==> src/rtl/uart_cmd_ctrl_if.sv <==
// UART byte link and sample-memory read port seen by the command sequencer.
// master = sequencer side, slave = UART_com / sample memory side.
interface uart_cmd_ctrl_if #(
  parameter int ADDR_W = 12
);
  logic [7:0]        rx_data;
  logic              rx_rdy;
  logic              tx_busy;
  logic              trans_en;
  logic [7:0]        data_out;
  logic [ADDR_W-1:0] mem_base;
  logic              mem_rd_en;
  logic [ADDR_W-1:0] mem_addr;
  logic [7:0]        mem_rd_data;

  modport master (
    input  rx_data, rx_rdy, tx_busy, mem_base, mem_rd_data,
    output trans_en, data_out, mem_rd_en, mem_addr
  );

  modport slave (
    output rx_data, rx_rdy, tx_busy, mem_base, mem_rd_data,
    input  trans_en, data_out, mem_rd_en, mem_addr
  );
endinterface

==> src/rtl/uart_cmd_ctrl.sv <==
// Command sequencer: parses opcode/argument frames from UART_com, drives the
// trigger configuration and arm pulse, and streams sample memory back out.
//
// state      | meaning
// IDLE       | waiting for an opcode byte
// GET_ARGS   | collecting argument bytes, idle timeout running
// EXEC       | one cycle: perform action, load response or read counter
// TX_ISSUE   | wait for tx_busy=0, then strobe trans_en once
// TX_WAIT_HI | wait for transmitter to report busy
// TX_WAIT_LO | wait for transmitter to finish; next read byte or done
// RD_REQ     | mem_rd_en strobe with mem_addr
// RD_WAIT    | capture mem_rd_data into data_out
module uart_cmd_ctrl #(
  parameter int ADDR_W         = 12,
  parameter int TIMEOUT_CYCLES = 1000000
) (
  input  logic               input_clk,
  input  logic               reset,
  uart_cmd_ctrl_if.master    bus,
  output logic               arm,
  output logic [7:0]         trig_mask,
  output logic [7:0]         trig_value,
  input  logic [7:0]         status_in,
  output logic               busy,
  output logic               rx_overrun
);

  localparam logic [7:0] OP_ARM    = 8'h01;
  localparam logic [7:0] OP_SET    = 8'h02;
  localparam logic [7:0] OP_READ   = 8'h03;
  localparam logic [7:0] OP_STATUS = 8'h04;
  localparam logic [7:0] ACK_ARM   = 8'hA1;
  localparam logic [7:0] ACK_SET   = 8'hA2;
  localparam logic [7:0] NAK       = 8'hEE;

  localparam int TMO_W = (TIMEOUT_CYCLES > 1) ? $clog2(TIMEOUT_CYCLES) : 1;
  localparam logic [TMO_W-1:0] TMO_LOAD = TMO_W'(TIMEOUT_CYCLES - 1);

  typedef enum logic [2:0] {
    IDLE, GET_ARGS, EXEC, TX_ISSUE, TX_WAIT_HI, TX_WAIT_LO, RD_REQ, RD_WAIT
  } state_t;

  state_t            state_q, state_d;
  logic [7:0]        opcode_q, opcode_d;
  logic [7:0]        arg0_q, arg0_d;
  logic [7:0]        arg1_q, arg1_d;
  logic              arg_idx_q, arg_idx_d;
  logic [TMO_W-1:0]  tmo_q, tmo_d;
  logic [15:0]       rd_cnt_q, rd_cnt_d;
  logic [ADDR_W-1:0] addr_q, addr_d;
  logic [7:0]        data_out_q, data_out_d;
  logic [7:0]        trig_mask_q, trig_mask_d;
  logic [7:0]        trig_value_q, trig_value_d;
  logic              ovr_q, ovr_d;
  logic              start_frame;
  logic              arm_o;
  logic              trans_en_o;
  logic              mem_rd_en_o;

  always_ff @(posedge input_clk or negedge reset) begin
    if (!reset) begin
      state_q      <= IDLE;
      opcode_q     <= '0;
      arg0_q       <= '0;
      arg1_q       <= '0;
      arg_idx_q    <= 1'b0;
      tmo_q        <= '0;
      rd_cnt_q     <= '0;
      addr_q       <= '0;
      data_out_q   <= '0;
      trig_mask_q  <= '0;
      trig_value_q <= '0;
      ovr_q        <= 1'b0;
    end else begin
      state_q      <= state_d;
      opcode_q     <= opcode_d;
      arg0_q       <= arg0_d;
      arg1_q       <= arg1_d;
      arg_idx_q    <= arg_idx_d;
      tmo_q        <= tmo_d;
      rd_cnt_q     <= rd_cnt_d;
      addr_q       <= addr_d;
      data_out_q   <= data_out_d;
      trig_mask_q  <= trig_mask_d;
      trig_value_q <= trig_value_d;
      ovr_q        <= ovr_d;
    end
  end

  always_comb begin
    state_d      = state_q;
    opcode_d     = opcode_q;
    arg0_d       = arg0_q;
    arg1_d       = arg1_q;
    arg_idx_d    = arg_idx_q;
    tmo_d        = tmo_q;
    rd_cnt_d     = rd_cnt_q;
    addr_d       = addr_q;
    data_out_d   = data_out_q;
    trig_mask_d  = trig_mask_q;
    trig_value_d = trig_value_q;
    ovr_d        = ovr_q;
    start_frame  = 1'b0;
    arm_o        = 1'b0;
    trans_en_o   = 1'b0;
    mem_rd_en_o  = 1'b0;

    if (bus.rx_rdy && (state_q != IDLE) && (state_q != GET_ARGS)) begin
      ovr_d = 1'b1;
    end

    unique case (state_q)
      IDLE: begin
        if (bus.rx_rdy) start_frame = 1'b1;
      end
      GET_ARGS: begin
        // A byte landing on the timeout cycle opens a fresh frame.
        if (tmo_q == '0) begin
          state_d = IDLE;
          if (bus.rx_rdy) start_frame = 1'b1;
        end else if (bus.rx_rdy) begin
          tmo_d = TMO_LOAD;
          if (!arg_idx_q) begin
            arg0_d    = bus.rx_data;
            arg_idx_d = 1'b1;
          end else begin
            arg1_d  = bus.rx_data;
            state_d = EXEC;
          end
        end else begin
          tmo_d = tmo_q - 1'b1;
        end
      end
      EXEC: begin
        state_d = TX_ISSUE;
        case (opcode_q)
          OP_ARM: begin
            arm_o      = 1'b1;
            data_out_d = ACK_ARM;
          end
          OP_SET: begin
            trig_mask_d  = arg0_q;
            trig_value_d = arg1_q;
            data_out_d   = ACK_SET;
          end
          OP_READ: begin
            if ({arg0_q, arg1_q} == 16'h0000) begin
              state_d = IDLE;
            end else begin
              rd_cnt_d = {arg0_q, arg1_q};
              addr_d   = bus.mem_base;
              state_d  = RD_REQ;
            end
          end
          OP_STATUS: begin
            data_out_d = status_in;
            ovr_d      = 1'b0;
          end
          default: data_out_d = NAK;
        endcase
      end
      RD_REQ: begin
        mem_rd_en_o = 1'b1;
        state_d     = RD_WAIT;
      end
      RD_WAIT: begin
        data_out_d = bus.mem_rd_data;
        state_d    = TX_ISSUE;
      end
      TX_ISSUE: begin
        if (!bus.tx_busy) begin
          trans_en_o = 1'b1;
          state_d    = TX_WAIT_HI;
        end
      end
      TX_WAIT_HI: begin
        if (bus.tx_busy) state_d = TX_WAIT_LO;
      end
      TX_WAIT_LO: begin
        if (!bus.tx_busy) begin
          if ((opcode_q == OP_READ) && (rd_cnt_q > 16'd1)) begin
            rd_cnt_d = rd_cnt_q - 16'd1;
            addr_d   = addr_q + ADDR_W'(1);
            state_d  = RD_REQ;
          end else begin
            state_d = IDLE;
          end
        end
      end
      default: state_d = IDLE;
    endcase

    if (start_frame) begin
      opcode_d  = bus.rx_data;
      arg_idx_d = 1'b0;
      tmo_d     = TMO_LOAD;
      if ((bus.rx_data == OP_SET) || (bus.rx_data == OP_READ)) state_d = GET_ARGS;
      else                                                     state_d = EXEC;
    end
  end

  assign bus.trans_en  = trans_en_o;
  assign bus.data_out  = data_out_q;
  assign bus.mem_rd_en = mem_rd_en_o;
  assign bus.mem_addr  = addr_q;
  assign arm           = arm_o;
  assign trig_mask     = trig_mask_q;
  assign trig_value    = trig_value_q;
  assign busy          = (state_q != IDLE);
  assign rx_overrun    = ovr_q;

endmodule

==> src/flat_wrapper.sv <==
// flat-port wrapper written by rule: the top's interface ports become plain ports
module uart_cmd_ctrl_flat 
#(
  parameter int ADDR_W         = 12,
  parameter int TIMEOUT_CYCLES = 1000000
)
  (input_clk, reset, arm, trig_mask, trig_value, status_in, busy, rx_overrun, bus_rx_data, bus_rx_rdy, bus_tx_busy, bus_mem_base, bus_mem_rd_data, bus_trans_en, bus_data_out, bus_mem_rd_en, bus_mem_addr);
  uart_cmd_ctrl_if #(.ADDR_W(ADDR_W)) bus_i ();
  input  logic input_clk;
  input  logic reset;
  output logic arm;
  output logic [7:0] trig_mask;
  output logic [7:0] trig_value;
  input  logic [7:0] status_in;
  output logic busy;
  output logic rx_overrun;
  input wire logic [$bits(bus_i.rx_data)-1:0] bus_rx_data;
  input wire logic [$bits(bus_i.rx_rdy)-1:0] bus_rx_rdy;
  input wire logic [$bits(bus_i.tx_busy)-1:0] bus_tx_busy;
  input wire logic [$bits(bus_i.mem_base)-1:0] bus_mem_base;
  input wire logic [$bits(bus_i.mem_rd_data)-1:0] bus_mem_rd_data;
  output wire logic [$bits(bus_i.trans_en)-1:0] bus_trans_en;
  output wire logic [$bits(bus_i.data_out)-1:0] bus_data_out;
  output wire logic [$bits(bus_i.mem_rd_en)-1:0] bus_mem_rd_en;
  output wire logic [$bits(bus_i.mem_addr)-1:0] bus_mem_addr;
  assign bus_i.rx_data = bus_rx_data;
  assign bus_i.rx_rdy = bus_rx_rdy;
  assign bus_i.tx_busy = bus_tx_busy;
  assign bus_i.mem_base = bus_mem_base;
  assign bus_i.mem_rd_data = bus_mem_rd_data;
  assign bus_trans_en = bus_i.trans_en;
  assign bus_data_out = bus_i.data_out;
  assign bus_mem_rd_en = bus_i.mem_rd_en;
  assign bus_mem_addr = bus_i.mem_addr;
  uart_cmd_ctrl #(.ADDR_W(ADDR_W), .TIMEOUT_CYCLES(TIMEOUT_CYCLES)) u_core (.input_clk(input_clk), .reset(reset), .bus(bus_i), .arm(arm), .trig_mask(trig_mask), .trig_value(trig_value), .status_in(status_in), .busy(busy), .rx_overrun(rx_overrun));
endmodule
==> config.mk <==
export PLATFORM = sky130hd
export DESIGN_NAME = uart_cmd_ctrl_flat
export DESIGN_NICKNAME = d
export VERILOG_FILES = /design/src/rtl/uart_cmd_ctrl_if.sv /design/src/rtl/uart_cmd_ctrl.sv /design/src/flat_wrapper.sv
export SDC_FILE = /design/constraint.sdc
export NUM_CORES = 1
export LEC_CHECK = 0
export CAP_MARGIN = 10
export CORE_ASPECT_RATIO = 1.5
export CORE_MARGIN = 2
export CORE_UTILIZATION = 50
export CTS_CLUSTER_DIAMETER = 80
export DETAILED_ROUTE_END_ITERATION = 8
export PLACE_DENSITY = 0.75
export SYNTH_ARGS = -nofsm -noshare
export SYNTH_HDL_FRONTEND = slang
export SYNTH_SLANG_ARGS = --single-unit
==> constraint.sdc <==
create_clock -name input_clk -period 5.1 [get_ports input_clk]
set_clock_uncertainty 0.05 [all_clocks]
set_input_delay 1.02 -clock input_clk [delete_from_list [all_inputs] [get_ports input_clk]]
set_output_delay 1.02 -clock input_clk [all_outputs]
set_load 0.05 [all_outputs]
* Word level (Yosys, flattened, before mapping)
Index checks and enable logic that the tools add are counted.
Storage, ports and cells: logic and storage cells 107, register bits 101, output and inout bits 41, bits of input ports 40
Operators by class: bitwise gates (word level) 2, eq/ne operators 25, mux-type cells 43, reduce and logical (&&, ||, !) cells 21, $add $sub $neg 3, magnitude comparators 1
Operators by type and width (count):
- $mux W20 | 4
- $mux W16 | 4
- $mux W12 | 4
- $eq A8 B2 Y1 const B | 4
- $pmux W16 S2 | 1
- $pmux W8 S4 | 1
- $mux W3 | 10
- $pmux W12 S2 | 1
- $pmux W3 S7 | 1
- $logic_not A20 Y1 | 1
- $sub A20 B1 Y20 const B | 1
- $gt A16 B1 Y1 const B | 1
- $logic_not A16 Y1 | 1
- $pmux W8 S2 | 1
- $sub A16 B1 Y16 const B | 1
- $mux W1 | 14
- $add A12 B1 Y12 const B | 1
- $eq A3 B3 Y1 const B | 4
- $ne A3 B2 Y1 const B | 3
- $eq A8 B1 Y1 const B | 1
- $eq A8 B3 Y1 const B | 1
- $reduce_and A4 Y1 | 2
- $reduce_bool A2 Y1 | 4
- $reduce_bool A8 Y1 | 1
- 18 further kinds | 28

* Depth between registers and ports, before layout
Gate-level depths: netlist of the first run.
depth after elaboration 6, mapped depth 9, gate-level depth less buffers 8

* Worst setup path before layout of the first run
No wires, ideal clock.
path type in2out, start point input port u_core.opcode_q[5], end point output port arm, path slack 2.001 ns, stages 5, buffers on the path 0, required time 4.030 ns, arrival time 2.029 ns, path through dfrtp_1 -> or4_1 -> nor3_1 -> nand2_1 -> nor2_1
Between the ends: cells in the longest elaborated chain, start to end 3
RTL lines:
- start, declared | line uart_cmd_ctrl.sv:44 | logic [7:0] opcode_q, opcode_d;
- $eq A8 B1 Y1 | line uart_cmd_ctrl.sv:136 | case (opcode_q)
- $mux W1 | line uart_cmd_ctrl.sv:136
- $mux W1 | line uart_cmd_ctrl.sv:112 | unique case (state_q)
- end, declared | line flat_wrapper.sv:11 | output logic arm;
No other way between the ends.

* Final worst setup path of the first run
Ends and elaborated chain as after synthesis.

==> results.py, run 1 <==
metrics = {
    "cts": {
        "htree_levels": 3,
        "clkTransAtPathRegs_ns": 0.07,
        "cts_root_buf": "clkbuf_16",
        "numCtsBuffers": 9,
        "cts_sinks": 101,
        "clockBufferDepth": 2,
        "cts_setup_buffers": 0,
        "clock_latency_ns": 0.34,
        "cts_hold_buffers": 0,
        "cts_tree": "built",
        "cts_resized": 0,
    },
    "route": {
        "route.detailed.drc": 0,
        "postRouteAntennaNets": 0,
        "routedWlPerCell_um": 17.46,
        "drtIter0Drc": 329,
        "viasPerCell": 5.913,
        "vias": 4482,
        "totalWireLength_um": 13240,
        "drtPass1Iterations": 4,
    },
    "synth": {
        "netlist_area_mm2": 0.005259,
        "syn-num-nets": 591,
        "synth_warnings": 0,
        "syn_area_per_cell_um2": 9.631,
        "synth_most_common_cell": "dfrtp_1",
        "ys_ff_latch": 101,
        "synth_enable_flop_cells": 0,
        "synth_flop_cell": "dfrtp_1",
        "synth_common_cells": "101 x dfrtp_1, 51 x a21oi_1, 47 x nand2_1, 47 x nor2_1, 41 x mux2_2",
        "syn_inst": 546,
        "ys_types": 53,
        "yosys.area.top_type": "dfrtp_1",
        "yosysSeqAreaShare_pct": 48.06,
        "synthDominantCellAreaShare_pct": 48.06,
        "ys_async_sr_fraction_pct": 100.0,
        "ys_top_cells_by_area": "dfrtp_1 48%, mux2_2 8.8%, a21oi_1 4.9%, o21ai_0 3.4%, nand2_1 3.4%",
    },
    "layout": {
        "area.growth.synth_to_final_pct": 22.46,
        "stdcell_count": 758,
        "drive_gt1_share_pct": 12.64,
        "final_area_mm2": 0.006440,
        "fillers": 844,
        "final_nets": 658,
        "antenna_cells": 0,
    },
    "min_path": {
        "hold_class": "register to register",
        "min_from": "u_core.trig_mask[6]",
        "hold_end": "u_core.trig_mask[6]",
        "holdPathStages": 1,
    },
    "power": {
        "peakVddDrop_mv": 0.2967,
        "p_total_mw": 3.215,
        "p_per_area_mw_per_mm2": 499.2,
        "power.leakage_nw": 2.543,
    },
    "worst_setup_path": {
        "cpPeakStageDelay_ns": 0.81,
        "path_class": "register to primary output",
        "cp_cell_sequence": "or4_1 -> nor3_1 -> nand2_1 -> nor2_1 -> clkdlybuf4s50_1",
        "slowest_stage": "clkdlybuf4s50_1",
        "r2r_end": "u_core.rd_cnt_q[6]",
        "worstPathMaxFanout": 6,
        "reg2reg_depth": 8,
        "cp.arrival_ns": 2.79,
        "r2r_setup_slack_ns": 1.57,
        "cp.required_ns": 4.03,
        "path_delay_family": "simple AND/OR/NAND/NOR gates",
        "crit_path_end_kind": "primary output",
        "start_kind": "register",
        "r2r_start": "u_core.state_q[0]",
        "cp_num_buf_inv": 1,
    },
    "sta": {
        "worst_slew_pin_slew_ns": 1.188,
        "rsz0062_at_grt": "no",
        "layout_min_cycle_time_ns": 3.859,
        "relSlewSlack_pct": 20.45,
        "whs_ns": 0.4600,
        "slew_viol_final": 0,
        "setup_viol": 0,
        "hold_viol": 0,
        "timing.setup.tns_ns": 0,
        "fin_crit_sh_pct": 75.67,
        "clock.fmax_mhz": 259.1,
    },
    "placement": {
        "gp_congestion": 0.9357,
        "place_inst": 743,
        "dpl_cell_area_mm2": 0.006138,
        "dpl.hpwl_um": 9629,
        "port-buffer-count": 80,
    },
    "die": {
        "boundaryPins": 81,
        "die_w_um": 87.74,
        "initial_core_util_pct": 51.60,
        "core.rowCount": 45,
        "die_h_um": 129.6,
        "die_area_mm2": 0.01137,
        "core_mm2": 0.01019,
    },
    "global_route": {
        "grt_pass1_wl_um": 21960,
        "grtUsageTotal_pct": 24.54,
        "grt_pass1_vias": 4552,
        "grt_max_degree": 63,
        "overflow": 0,
        "grt_antenna_before_repair": 0,
    },
    "run": {
        "drv_cap": 0,
    },
    "run_status": {
        "status": "finished clean",
    },
}
-- power by group --
part	switching [mW]	internal, mW
Clock	0.309	0.387
Sequential	0.281	1.01
Combinational	0.732	0.494
Total	1.32	1.89
-- metrics by stage --
stage / utilization [%] / setup slack (ns)
final: 63.19 / 1.241
after detailed placement: 60.23 / 1.256
after global placement: 60.23 / 1.426
after floorplan: - / 2.001
after CTS: 63.19 / 1.203
after global routing: 63.19 / 1.043
-- cell usage in the layout, fill, tap and decap left out, types with 3 or more instances in the layout --
master / n
dfrtp_1: 101
clkdlybuf4s50_1: 79
a21oi_1: 51
nand2_1: 47
nor2_1: 46
mux2_2: 41
o21ai_0: 36
nand3_1: 22
nor3_1: 14
nor4_1: 14
o22ai_1: 12
xor2_1: 12
or3_1: 11
inv_1: 10
nand2b_1: 9
clkbuf_16: 9
a31oi_1: 8
nand4_1: 8
o211ai_1: 8
or4_1: 5
o31ai_1: 5
ha_1: 5
buf_4: 5
and2_1: 4
or3b_2: 4
o22a_1: 4
or2_2: 3
xnor2_1: 3
inv_6: 3
-- state kept, by name, indices dropped and copies added, names as in the netlist --
signal	count
u_core.state_q	3
u_core.bus.data_out	8
u_core.opcode_q	8
u_core.rd_cnt_q	16
u_core.arg1_q	8
u_core.bus.mem_addr	12
u_core.tmo_q	20
u_core.arg_idx_q	1
u_core.trig_value	8
u_core.trig_mask	8
u_core.rx_overrun	1
u_core.arg0_q	8
-- worst register-to-register path: cells and delay by family, from the launching register on --
kind / cells / cell delay, ns
AOI/OAI and AO/OA: 4 / 1.49
buffers and inverters: 2 / 0.82
DFF: 1 / 0.71
and+or+nand+nor: 2 / 0.38
-- routing by layer --
layer | part of all wire, % | GRT usage, %
met1 | 41 | 30.12
met2 | 54 | 41.84
met5 | 0 | 0
met3 | 2.9 | 4.013
met4 | 2.6 | 11.31
-- worst max-delay path by stage --
stage	startpoint	endpoint	slack (ns)	cells after the start
finish	u_core.opcode_q[5]	arm	1.24	5
global route	u_core.opcode_q[5]	arm	1.04	5
CTS	u_core.opcode_q[5]	arm	1.20	5
detailed placement	bus_rx_rdy	u_core.state_q[1]	1.26	6
global placement	bus_rx_rdy	u_core.state_q[1]	1.43	6
floorplan	u_core.opcode_q[5]	arm	2.00	4
-- cell families after synthesis --
logic type | count (synthesis) | synth area share, %
flip-flops | 101 | 48.06
AO/OA/AOI/OAI | 146 | 16.94
XOR/XNOR | 15 | 2.498
adder cells (fa/ha/maj) | 5 | 1.190
multiplexers | 42 | 8.970
AND/OR/NAND/NOR | 199 | 19.11
buffers and inverters | 38 | 3.236
-- layout make-up --
type	count	area, um^2	area share (%)
clock buffer	9	225.2	3.497
clock inverter	6	76.32	1.185
inverter	10	37.54	0.5829
multi-input combinational	407	2569	39.89
sequential	101	2527	39.25
tap	141	176.4	2.739
timing repair buffer	84	828.3	12.86
No activity file was read; power rests on OpenSTA's default activity.
==> inputs of run 2 (changes only) <==
CORE_UTILIZATION = 49   (was 50)
PLACE_DENSITY = 0.77   (was 0.75)
clock period = 3.31 ns   (was 5.1 ns; I/O delays follow)
==> run 2 against run 1 <==
  * Clock power increased by 55%
  * Global-route usage decreased by 0.12 points
  * Design area increased by 1.6%
  * Critical endpoint is now u_core.bus.mem_addr[5]
==> results.py, run 2 (same netlist as run 1, synthesis figures left out) <==
metrics = {
    "layout": {
        "final_area_mm2": 0.006545,
        "register_area_mm2": 0.002527,
        "top_register": "u_core.tmo_q",
        "antenna_cells": 0,
        "area.growth.synth_to_final_pct": 24.46,
        "layout_commonest_cell": "dfrtp_1",
        "fillers": 857,
        "final_nets": 670,
        "layout_common_cells": "101 x dfrtp_1, 77 x clkdlybuf4s50_1, 51 x a21oi_1, 47 x nand2_1, 46 x nor2_1",
        "postLayoutCoreUtil_pct": 62.14,
        "drive_gt1_share_pct": 14.92,
        "stdcell_count": 774,
        "largest_reg_flops": 20,
        "multi_input_area_mm2": 0.002569,
    },
    "global_route": {
        "grt_pass1_wl_um": 22180,
        "grt_max_degree": 62,
        "grt_pass1_vias": 4705,
        "grt_antenna_before_repair": 0,
        "overflow": 0,
        "grtUsageTotal_pct": 24.42,
    },
    "run_status": {
        "status": "finished clean",
    },
    "worst_setup_path": {
        "reg2reg_depth": 7,
        "r2r_end": "u_core.bus.mem_addr[5]",
        "cp-startpoint": "u_core.rd_cnt_q[4]",
        "cp.arrival_ns": 3.23,
        "r2r_setup_slack_ns": 0.26,
        "crit_path_end_kind": "register",
        "cp.required_ns": 3.49,
        "r2r_start": "u_core.rd_cnt_q[4]",
        "start_kind": "register",
        "worstPathMaxFanout": 22,
        "path_class": "register to register",
    },
    "sta": {
        "fin_crit_sh_pct": 92.23,
        "timing.setup.tns_ns": 0,
        "clock.fmax_mhz": 327.6,
        "rsz0062_at_grt": "no",
        "hold_viol": 0,
        "slew_viol_final": 0,
        "setup_viol": 0,
        "worst_slew_pin_slew_ns": 0.6029,
        "layout_min_cycle_time_ns": 3.053,
        "relSlewSlack_pct": 59.44,
    },
    "cts": {
        "cts_root_buf": "clkbuf_16",
        "clock_latency_ns": 0.34,
        "htree_levels": 3,
        "clockBufferDepth": 2,
        "clkTransAtPathRegs_ns": 0.07,
        "cts_tree": "built",
        "cts_hold_buffers": 0,
        "cts_sinks": 101,
        "numCtsBuffers": 9,
        "cts_setup_buffers": 0,
    },
    "placement": {
        "dpl_cell_area_mm2": 0.006240,
        "place_inst": 758,
        "gp_congestion": 0.8469,
        "port-buffer-count": 80,
        "dpl.hpwl_um": 9669,
    },
    "die": {
        "die_area_mm2": 0.01159,
        "die_w_um": 88.59,
        "boundaryPins": 81,
        "core_mm2": 0.01053,
        "core.rowCount": 46,
        "die_h_um": 130.9,
        "initial_core_util_pct": 49.93,
    },
    "power": {
        "p_per_area_mw_per_mm2": 764.9,
        "power.leakage_nw": 2.595,
        "peakVddDrop_mv": 0.5414,
    },
    "route": {
        "totalWireLength_um": 13390,
        "drtIter0Drc": 250,
        "postRouteAntennaNets": 0,
        "viasPerCell": 5.846,
        "route.detailed.drc": 0,
        "drtPass1Iterations": 5,
        "vias": 4525,
        "routedWlPerCell_um": 17.29,
    },
    "min_path": {
        "hold_class": "primary input to asynchronous set/reset pin",
    },
    "run": {
        "drv_cap": 0,
    },
}
==> run 2: cell types whose count changed in the layout (fill, tap and decap cells not counted) <==
cell / previous run / this run
o21ba_2: 0 / 1
clkinvlp_4: 0 / 2
buf_12: 0 / 1
clkdlybuf4s50_1: 79 / 77
buf_4: 5 / 18
o21ba_1: 1 / 0
inv_8: 1 / 0
==> run 2: layout make-up <==
class / count / area share [%]
clock buffers: 9 / 3.441
clock inverters: 7 / 1.223
inverters: 10 / 0.5735
multi-input cells: 407 / 39.25
flip-flops and latches: 101 / 38.62
well taps: 144 / 2.753
repair buffers: 96 / 14.15
==> run 2: per-stage QoR <==
step	setup slack, ns	hold slack (ns)	power [mW]
2_1_floorplan	0.5690	0.3164	3.230
3_3_place_gp	0.2225	0.4432	3.860
3_5_place_dp	0.1622	0.4453	3.930
4_1_cts	0.1334	0.2889	5.021
5_1_grt	0.1251	0.3137	5.297
6_report	0.2572	0.2744	5.006
==> run 2: worst max path at each step <==
| stage | cells past startpoint | endpoint | slack (ns) |
|---|---|---|---|
| CTS | 7 | u_core.bus.mem_addr[5] | 0.13 |
| finish | 7 | u_core.bus.mem_addr[5] | 0.26 |
| global route | 7 | u_core.rd_cnt_q[3] | 0.13 |
| global placement | 7 | u_core.rd_cnt_q[3] | 0.22 |
| detailed placement | 7 | u_core.bus.mem_addr[5] | 0.16 |
| floorplan | 4 | arm | 0.57 |
==> run 2: report_power, final <==
group | leakage [nW] | internal (mW) | switching (mW)
logic | 1.21 | 0.801 | 1.15
clock network | 0.143 | 0.596 | 0.484
registers | 1.24 | 1.56 | 0.421
==> run 2: what timing repair did <==
item,in CTS,in global routing
endpoints found under the setup margin,0,8
resized for setup,0,1
endpoints found under the hold margin,0,0
==> run 2: metal layers <==
layer  vias up  part of all wire [%]  GRT usage, %
met2       127                    54         42.72
met3        38                   3.4         4.460
met5         -                     0             0
met1      2208                    39         28.27
li1       2152                     -             -
met4         0                   3.6         12.30
==> run 2: worst max-delay path, stage by stage (launching register included) <==
cell and delay, ns:
dfrtp_1 0.45, or4_4 0.52, or4_1 0.55, o41a_1 0.50
o21ba_2 0.38, buf_4 0.24, a21oi_1 0.18, a21oi_1 0.06
